==> src/rtl/btn_pkg.sv <==
// Shared definitions for the multi-channel button controller:
// repeat-FSM state encoding and elaboration-time width helpers.
package btn_pkg;

  typedef enum logic [1:0] {
    ST_IDLE   = 2'd0,
    ST_DELAY  = 2'd1,
    ST_REPEAT = 2'd2
  } rpt_state_e;

  // Ceiling log2; returns bits needed to count 0..value-1.
  function automatic int clog2(input int value);
    int v;
    int res;
    v   = value - 32'sd1;
    res = 32'sd0;
    while (v > 32'sd0) begin
      res = res + 32'sd1;
      v   = v >>> 1;
    end
    return res;
  endfunction

  function automatic int max2(input int a, input int b);
    return (a > b) ? a : b;
  endfunction

endpackage

==> src/rtl/btn_chan.sv <==
// One button channel: 2-flop synchroniser, debounce, press/release strobes
// and the auto-repeat action generator.
module btn_chan
  import btn_pkg::*;
#(
  parameter int ACTIVE_LOW      = 1,
  parameter int MIN_PULSE_WIDTH = 25000,
  parameter int REPEAT_DELAY    = 12000000,
  parameter int REPEAT_PERIOD   = 3000000
) (
  input  logic clk_i,
  input  logic reset_i,
  input  logic btn_i,
  input  logic repeat_en_i,
  output logic btn_o,
  output logic press_o,
  output logic release_o,
  output logic act_o
);

  localparam int DCW = clog2(MIN_PULSE_WIDTH + 1);
  localparam int RCW = clog2(max2(REPEAT_DELAY, REPEAT_PERIOD) + 1);
  localparam logic           RAW_REL   = (ACTIVE_LOW != 0) ? 1'b1 : 1'b0;
  localparam logic [DCW-1:0] DC_TERM   = DCW'(MIN_PULSE_WIDTH - 1);
  localparam logic [DCW-1:0] DC_ONE    = DCW'(1'b1);
  localparam logic [RCW-1:0] RC_DELAY  = RCW'(REPEAT_DELAY - 1);
  localparam logic [RCW-1:0] RC_PERIOD = RCW'(REPEAT_PERIOD - 1);
  localparam logic [RCW-1:0] RC_ONE    = RCW'(1'b1);

  logic           sync1_q, sync2_q;
  logic           sample_s, toggle_s, press_evt_s, rel_evt_s;
  logic [DCW-1:0] dcnt_q, dcnt_d;
  logic           lvl_q, lvl_d;
  logic [RCW-1:0] rcnt_q, rcnt_d;
  rpt_state_e     state_q, state_d;
  logic           press_q, rel_q, act_q, act_d;

  // Synchroniser resets to the released pin level so reset never looks like a press.
  always_ff @(posedge clk_i) begin
    if (reset_i) begin
      sync1_q <= RAW_REL;
      sync2_q <= RAW_REL;
    end else begin
      sync1_q <= btn_i;
      sync2_q <= sync1_q;
    end
  end

  assign sample_s = sync2_q ^ RAW_REL;

  always_comb begin
    dcnt_d   = '0;
    lvl_d    = lvl_q;
    toggle_s = 1'b0;
    if (sample_s == lvl_q) begin
      dcnt_d = '0;
    end else if (dcnt_q == DC_TERM) begin
      lvl_d    = ~lvl_q;
      toggle_s = 1'b1;
      dcnt_d   = '0;
    end else begin
      dcnt_d = dcnt_q + DC_ONE;
    end
  end

  assign press_evt_s = toggle_s & sample_s;
  assign rel_evt_s   = toggle_s & ~sample_s;

  // Release overrides any repeat action falling due in the same cycle.
  always_comb begin
    state_d = state_q;
    rcnt_d  = rcnt_q;
    act_d   = 1'b0;
    if (rel_evt_s) begin
      state_d = ST_IDLE;
      rcnt_d  = '0;
    end else begin
      case (state_q)
        ST_IDLE: begin
          rcnt_d = '0;
          if (press_evt_s) begin
            state_d = ST_DELAY;
            act_d   = 1'b1;
          end else begin
            state_d = ST_IDLE;
          end
        end
        ST_DELAY: begin
          if (!repeat_en_i) begin
            rcnt_d = '0;
          end else if (rcnt_q == RC_DELAY) begin
            rcnt_d  = '0;
            act_d   = 1'b1;
            state_d = ST_REPEAT;
          end else begin
            rcnt_d = rcnt_q + RC_ONE;
          end
        end
        ST_REPEAT: begin
          if (!repeat_en_i) begin
            rcnt_d  = '0;
            state_d = ST_DELAY;
          end else if (rcnt_q == RC_PERIOD) begin
            rcnt_d = '0;
            act_d  = 1'b1;
          end else begin
            rcnt_d = rcnt_q + RC_ONE;
          end
        end
        default: begin
          state_d = ST_IDLE;
          rcnt_d  = '0;
        end
      endcase
    end
  end

  // Reset mid-hold clears everything without emitting a release strobe.
  always_ff @(posedge clk_i) begin
    if (reset_i) begin
      dcnt_q  <= '0;
      lvl_q   <= 1'b0;
      rcnt_q  <= '0;
      state_q <= ST_IDLE;
      press_q <= 1'b0;
      rel_q   <= 1'b0;
      act_q   <= 1'b0;
    end else begin
      dcnt_q  <= dcnt_d;
      lvl_q   <= lvl_d;
      rcnt_q  <= rcnt_d;
      state_q <= state_d;
      press_q <= press_evt_s;
      rel_q   <= rel_evt_s;
      act_q   <= act_d;
    end
  end

  assign btn_o     = lvl_q;
  assign press_o   = press_q;
  assign release_o = rel_q;
  assign act_o     = act_q;

endmodule

==> src/rtl/btn_ctrl_multi.sv <==
// N-channel button controller: one independent btn_chan per button pin.
module btn_ctrl_multi
  import btn_pkg::*;
#(
  parameter int NUM_BTN         = 2,
  parameter int ACTIVE_LOW      = 1,
  parameter int MIN_PULSE_WIDTH = 25000,
  parameter int REPEAT_DELAY    = 12000000,
  parameter int REPEAT_PERIOD   = 3000000
) (
  input  logic               PCLK_i,
  input  logic               reset_i,
  input  logic [NUM_BTN-1:0] btn_i,
  input  logic [NUM_BTN-1:0] repeat_en_i,
  output logic [NUM_BTN-1:0] btn_o,
  output logic [NUM_BTN-1:0] press_o,
  output logic [NUM_BTN-1:0] release_o,
  output logic [NUM_BTN-1:0] act_o
);

  for (genvar g = 0; g < NUM_BTN; g++) begin : g_chan
    btn_chan #(
      .ACTIVE_LOW      (ACTIVE_LOW),
      .MIN_PULSE_WIDTH (MIN_PULSE_WIDTH),
      .REPEAT_DELAY    (REPEAT_DELAY),
      .REPEAT_PERIOD   (REPEAT_PERIOD)
    ) u_chan (
      .clk_i       (PCLK_i),
      .reset_i     (reset_i),
      .btn_i       (btn_i[g]),
      .repeat_en_i (repeat_en_i[g]),
      .btn_o       (btn_o[g]),
      .press_o     (press_o[g]),
      .release_o   (release_o[g]),
      .act_o       (act_o[g])
    );
  end

endmodule

==> config.mk <==
export PLATFORM = sky130hd
export DESIGN_NAME = btn_ctrl_multi
export DESIGN_NICKNAME = d
export VERILOG_FILES = /design/src/rtl/btn_pkg.sv /design/src/rtl/btn_chan.sv /design/src/rtl/btn_ctrl_multi.sv
export SDC_FILE = /design/constraint.sdc
export NUM_CORES = 1
export LEC_CHECK = 0
export BUFFER_PORTS_ARGS = -buffer_cell sky130_fd_sc_hd__buf_2
export CAP_MARGIN = 10
export CORE_MARGIN = 3
export CORE_UTILIZATION = 42
export CTS_CLUSTER_SIZE = 20
export DETAILED_ROUTE_END_ITERATION = 8
export SYNTH_ARGS = -nofsm -noshare
export SYNTH_HDL_FRONTEND = slang
export SYNTH_HIERARCHICAL = 1
export SYNTH_SLANG_ARGS = --single-unit
==> constraint.sdc <==
create_clock -name PCLK_i -period 2.7 [get_ports PCLK_i]
set_input_delay 0.27 -clock PCLK_i [delete_from_list [all_inputs] [get_ports PCLK_i]]
set_output_delay 0.27 -clock PCLK_i [all_outputs]
set_load 0.005 [all_outputs]
# After elaboration in Yosys (flattened, before gate mapping)
# Index checks and enable logic that the tools add are counted.
# Widths: inputs -> output; s select.
totals:
  register_bits: 94
  latchBits: 0
  ram_bits: 0
  rom_bits: 0
  input_bits: 6
  output_inout_bits: 8
  word_cells: 96
  mem_count: 0
op_classes:
  add_sub_neg: 4
  mul: 0
  div_mod_pow: 0
  n_lt_le_gt_ge: 0
  n_eq_ne: 18
  shift: 0
  n_mux: 36
  n_bitwise: 10
  reduce_logical: 10
ops:
  columns: ["operator", "count"]
  rows:
  - ["$mux 24", 8]
  - ["$pmux 24 s2", 2]
  - ["$add 24x1->24 const B", 2]
  - ["$eq 24x22->1 const B", 2]
  - ["$eq 24x24->1 const B", 2]
  - ["$add 15x1->15 const B", 2]
  - ["$eq 15x15->1 const B", 2]
  - ["$mux 1", 16]
  - ["$mux 2", 6]
  - ["$pmux 2 s3", 2]
  - ["$ne 2x2->1 const B", 4]
  - ["$not 1->1", 6]
  - ["$pmux 1 s3", 2]
  - ["$reduce_and 3->1", 2]
  - ["$reduce_or 3->1", 2]
  - ["$and 1x1->1", 4]
  - ["$eq 2x1->1 const B", 2]
  - ["$eq 2x2->1 const B", 2]
  - ["$logic_not 2->1", 2]
  - ["$ne 2x1->1 const B", 2]
  - ["$reduce_and 2->1", 2]
  - ["$reduce_or 2->1", 2]
  - ["$eq 1x1->1", 2]

# Depth between registers and ports, before layout
depth:
  word_depth: 6
  ltp_mapped: 8
  depth_no_buf: 6

# Cells and area by module
# Netlist, hierarchy kept.
by_module_without_submodules:
  columns: ["module", "instances", "cells_each", "area_per_inst_um2", "seq_area_each_um2"]
  rows:
  - ["btn_chan (g_chan[0].u_chan)", 1, 236, 2179.6, 940.9]
  - ["btn_chan (g_chan[1].u_chan)", 1, 250, 2150.8, 940.9]

# Worst setup path after synthesis
# No wires, ideal clock.
synth_timing:
  kind: "reg-to-reg"
  startpoint: "reg g_chan[1].u_chan.dcnt_q[3]"
  endpoint: "reg g_chan[1].u_chan.state_q[0]"
  setup_time_ns: 0.070
  arrival_time_ns: 2.228
  required_ns: 2.630
  setup_slack_ns: 0.402
  stages_incl_launch_ff: 7
  path_buffers: 1
  synth_period_minus_slack_ns: 2.298
  cell_sequence: "dfxtp_1 > or4b_1 > or4_1 > buf_2 > o31ai_2 > or4b_1 > a21oi_1"
synth_between:
  elab_chain_cells: 6
  word_cells_on_any_way: 8
  classes_between: "1 x eq/ne; 4 x mux; 2 x bitwise; 1 x reduce/logical"
synth_rtl:
  columns: ["element", "line_no", "rtl"]
  rows:
  - ["start: declaration", "btn_chan.sv:32", "logic [DCW-1:0] dcnt_q, dcnt_d;"]
  - ["start signal: assignment", "btn_chan.sv:129", "dcnt_q <= dcnt_d;"]
  - ["$eq 15x15->1 (*)", "btn_chan.sv:57", "end else if (dcnt_q == DC_TERM) begin"]
  - ["$mux 1 (*)", "btn_chan.sv:57", null]
  - ["$mux 1 (*)", "btn_chan.sv:55", "if (sample_s == lvl_q) begin"]
  - ["$and 1x1->1", "btn_chan.sv:66", "assign press_evt_s = toggle_s & sample_s;"]
  - ["$mux 1", "btn_chan.sv:81", "if (press_evt_s) begin"]
  - ["$pmux 2 s3", "btn_chan.sv:78", "case (state_q)"]
  - ["end signal: assignment", "btn_chan.sv:132", "state_q <= state_d;"]
  - ["end: declaration", "btn_chan.sv:35", "rpt_state_e state_q, state_d;"]
# Mark *: on every way between the ends. The rest lies on a longest branch, timed or not.
# A chain may end at the register's enable or synchronous reset.

# Final worst setup path
# Ends and elaborated chain as after synthesis.

==> impl_metrics.env <==
export IMPL_status="finished, final reports clean"
export IMPL_remaining_drc_errors=0
export IMPL_preCtsSetupSlack_ps=372
export IMPL_num_antenna_cells=0
export IMPL_setup_ws_ps=351
export IMPL_share_of_post_route_cells_with_drive_strength_above_1=0.101
export IMPL_postCtsResizedCells=0
export IMPL_worst_setup_path_type="reg2reg"
export IMPL_synth_warning_count=6
export IMPL_power_sequential_fraction=0.626
export IMPL_worst_path_buf_inv=0
export IMPL_seq_area_frac_synth=0.435
export IMPL_rows=36
export IMPL_cts_setup_buffers=0
export IMPL_route_vias_total=3259
export IMPL_total_switching_power_uw=498
export IMPL_worst_slew_margin_rel=0.545
export IMPL_global_route_overflow_total=0
export IMPL_timing_final_setup_violations=0
export IMPL_tns_ps=0
export IMPL_h_tree_depth=3
export IMPL_postSynthNetCount=504
export IMPL_synth_ff_type="sky130_fd_sc_hd__dfxtp_1"
export IMPL_slowest_stage_cell_crit_path="sky130_fd_sc_hd__or4_1"
export IMPL_worst_path_largest_cell_delay_ps=600
export IMPL_clock_sink_count=94
export IMPL_rsz0062_at_grt="no"
export IMPL_routed_wirelength_um=7850
export IMPL_clk_pin_slew_ps=90
export IMPL_power_switching_share=0.224
export IMPL_floorplan_die_height_um=108
export IMPL_ir_drop_mv=0.459
export IMPL_synth_enable_flop_cells=0
export IMPL_postSynth_asyncResetShare=0
export IMPL_grt_pass1_wl_um=13500
export IMPL_area_delta_synth_final_pct=8.23
export IMPL_antenna_found_initial=0
export IMPL_worst_clock_skew_ps=9.75
export IMPL_postRouteAntennaNets=0
export IMPL_io_buffer_count=13
export IMPL_vias_per_std_cell=5.09
export IMPL_grt_max_degree=25
export IMPL_clock_tree_root_cell="sky130_fd_sc_hd__clkbuf_8"
export IMPL_drv_cap=0
export IMPL_postSynthRegisterBits=94
export IMPL_place_gp_congestion=0.830
export IMPL_layout_nets=521
export IMPL_most_repeated_library_cell_on_the_critical_path="sky130_fd_sc_hd__or4b_1"
export IMPL_clockBufferDepth=2
export IMPL_finish_instance_area_um2=4690
export IMPL_transition_time_at_the_pin_with_the_least_slew_margin_ps=677
export IMPL_syn_mean_instance_area_um2=8.91
export IMPL_wl_per_cell_um=12.3
export IMPL_p_clk_frac=0.365
export IMPL_cp_cell_sequence="or4b_1, or4_1, o31ai_2, or4b_1, a21oi_1"
export IMPL_timing_hold_worst_class="in2reg"
export IMPL_powerDensity_nw_per_um2=474
export IMPL_multiInputGateArea_um2=2320
export IMPL_cts_hold_buf=0
export IMPL_grt_pass1_vias=3005
export IMPL_leakagePower_nw=1.51
export IMPL_post_synthesis_instance_total=486
export IMPL_final_seq_area_um2=1880
export IMPL_tritoncts="done"
export IMPL_tritoncts_num_buffers=9
export IMPL_drt_initial_drc_count=187
export IMPL_internal_power_mw=1.72
export IMPL_first_pass_iters=4
export IMPL_filler_cell_count=966
export IMPL_detailed_place_hpwl_um=5590
export IMPL_setup_worst_path_start_class="register"
export IMPL_num_io_pins=14
export IMPL_crit_family="simple AND/OR/NAND/NOR gates"
export IMPL_ys_types=47
export IMPL_initial_core_util=0.437
export IMPL_endpoint_kind="register"
export IMPL_design_core_area_um2=9910
export IMPL_crit_required_ps=3000
export IMPL_cp_data_arrival_time_ps=2650
export IMPL_combinationalPowerShare=0.010
export IMPL_cell_area_synth_um2=4330
export IMPL_final_min_clock_period_ps=2350
export IMPL_detailed_place_area_um2=4520
export IMPL_floorplan_die_width_um=108
export IMPL_critical_path_max_fanout=4
export IMPL_insertion_delay_ps=360
export IMPL_report_final_hold_viol_count=0
export IMPL_final_period_utilization=0.870
export IMPL_postLayoutCoreUtil=0.473
export IMPL_max_freq_mhz=426
export IMPL_final_number_of_max_transition_violations=0
export IMPL_overall_fraction_of_global_route_tracks_in_use=0.144
export IMPL_die_area_um2=11600
==> cell type report <==
type                            instances  area share
Timing Repair Buffer                   17      0.0203
Clock inverter                          6     0.00854
Multi-Input combinational cell        364       0.494
Tap cell                              133      0.0355
Inverter                               17      0.0136
Sequential cell                        94       0.401
Clock buffer                            9      0.0264
==> registers in the layout (all words and copies together), names as in the netlist <==
| signal | count |
|---|---|
| g_chan.u_chan/state_q | 4 |
| g_chan.u_chan/act_o | 2 |
| g_chan.u_chan/rcnt_q | 48 |
| g_chan.u_chan/btn_o | 2 |
| g_chan.u_chan/release_o | 2 |
| g_chan.u_chan/sync1_q | 2 |
| g_chan.u_chan/sync2_q | 2 |
| g_chan.u_chan/dcnt_q | 30 |
| g_chan.u_chan/press_o | 2 |
==> worst register-to-register path, delay by kind of cell (launching register included) <==
kind / cells / cell delay (ps)
DFF: 1 / 350
and+or+nand+nor: 3 / 1560
AOI/OAI and AO/OA: 2 / 370
==> per-layer routing <==
layer  global-route usage  share of wire  up-vias
met4               0.0433          0.014        0
li1                     -              -     1709
met5                    0              0        -
met1                0.186           0.50     1508
met3               0.0474          0.032        9
met2                0.230           0.45       33
==> path summary, 6_finish.rpt <==
kind	from	endpoint	slack [ps]	cells past startpoint
max	g_chan[1].u_chan/dcnt_q[3]	g_chan[1].u_chan/state_q[0]	350	5
min reg2reg	g_chan[0].u_chan/sync1_q	g_chan[0].u_chan/sync2_q	420	1
min	btn_i[0]	g_chan[0].u_chan/sync1_q	80	2
max reg2reg	g_chan[1].u_chan/dcnt_q[3]	g_chan[1].u_chan/state_q[0]	350	5
==> cells in the mapped netlist (2+ instances only) <==
| library cell | instances | share of area |
|---|---|---|
| sky130_fd_sc_hd__or3_1 | 2 | 0.0029 |
| sky130_fd_sc_hd__or4bb_1 | 2 | 0.0052 |
| sky130_fd_sc_hd__ha_1 | 12 | 0.035 |
| sky130_fd_sc_hd__or2_2 | 8 | 0.012 |
| sky130_fd_sc_hd__nor4_1 | 4 | 0.0058 |
| sky130_fd_sc_hd__nor4bb_1 | 5 | 0.012 |
| sky130_fd_sc_hd__or4b_1 | 2 | 0.0046 |
| sky130_fd_sc_hd__nand3_1 | 35 | 0.040 |
| sky130_fd_sc_hd__a21oi_1 | 7 | 0.0081 |
| sky130_fd_sc_hd__nand2_1 | 29 | 0.025 |
| sky130_fd_sc_hd__nor4b_1 | 5 | 0.010 |
| sky130_fd_sc_hd__buf_2 | 4 | 0.0046 |
| sky130_fd_sc_hd__and2_1 | 2 | 0.0029 |
| sky130_fd_sc_hd__inv_1 | 17 | 0.015 |
| sky130_fd_sc_hd__nand4_1 | 17 | 0.025 |
| sky130_fd_sc_hd__a211oi_1 | 3 | 0.0052 |
| sky130_fd_sc_hd__nor3_1 | 18 | 0.021 |
| sky130_fd_sc_hd__dfxtp_1 | 94 | 0.43 |
| sky130_fd_sc_hd__buf_6 | 3 | 0.0078 |
| sky130_fd_sc_hd__xnor2_1 | 30 | 0.061 |
| sky130_fd_sc_hd__o21ai_0 | 7 | 0.0081 |
| sky130_fd_sc_hd__clkbuf_1 | 4 | 0.0035 |
| sky130_fd_sc_hd__nor2_1 | 93 | 0.081 |
| sky130_fd_sc_hd__and3_1 | 15 | 0.022 |
| sky130_fd_sc_hd__and4_1 | 6 | 0.012 |
| sky130_fd_sc_hd__o21bai_1 | 2 | 0.0035 |
| sky130_fd_sc_hd__xor2_1 | 40 | 0.081 |
==> kinds of logic (layout without fill, tap and decap cells) <==
kind of cell	count (synthesis)	after routing	synth area share
adders and majority gates	12	12	0.0347
DFF	94	94	0.435
AOI/OAI and AO/OA	28	28	0.0480
buffers and inverters	28	49	0.0306
and+or+nand+nor	254	254	0.311
xor gates and xnor gates	70	70	0.142
==> per-stage QoR <==
stage / hold slack (ps) / instances / power, mW
global placement: 393 / 625 / 1.45
global route: 50.6 / 640 / 2.33
detailed placement: 399 / 625 / 1.45
floorplan: 342 / 486 / 1.44
CTS: 60.6 / 640 / 2.27
finish: 80.2 / 640 / 2.22
==> power groups by stage <==
| stage | clock [mW] | combinational, mW | sequential [mW] |
|---|---|---|---|
| after global placement | 0 | 0.0214 | 1.42 |
| final | 0.810 | 0.0214 | 1.39 |
| after detailed placement | 0 | 0.0219 | 1.42 |
| after CTS | 0.853 | 0.0219 | 1.39 |
| after floorplan | 0 | 0.0131 | 1.42 |
| after global routing | 0.913 | 0.0245 | 1.39 |
==> layout by cell type (no fill, tap or decap), drive strengths merged, types with 12 or more instances in the layout <==
| cell | n |
|---|---|
| nor3 | 18 |
| ha | 12 |
| inv | 17 |
| nand2 | 29 |
| and3 | 15 |
| nand4 | 17 |
| xnor2 | 30 |
| nor2 | 93 |
| dfxtp | 94 |
| buf | 17 |
| nand3 | 35 |
| xor2 | 40 |
Power figures use the tool's default switching activity.
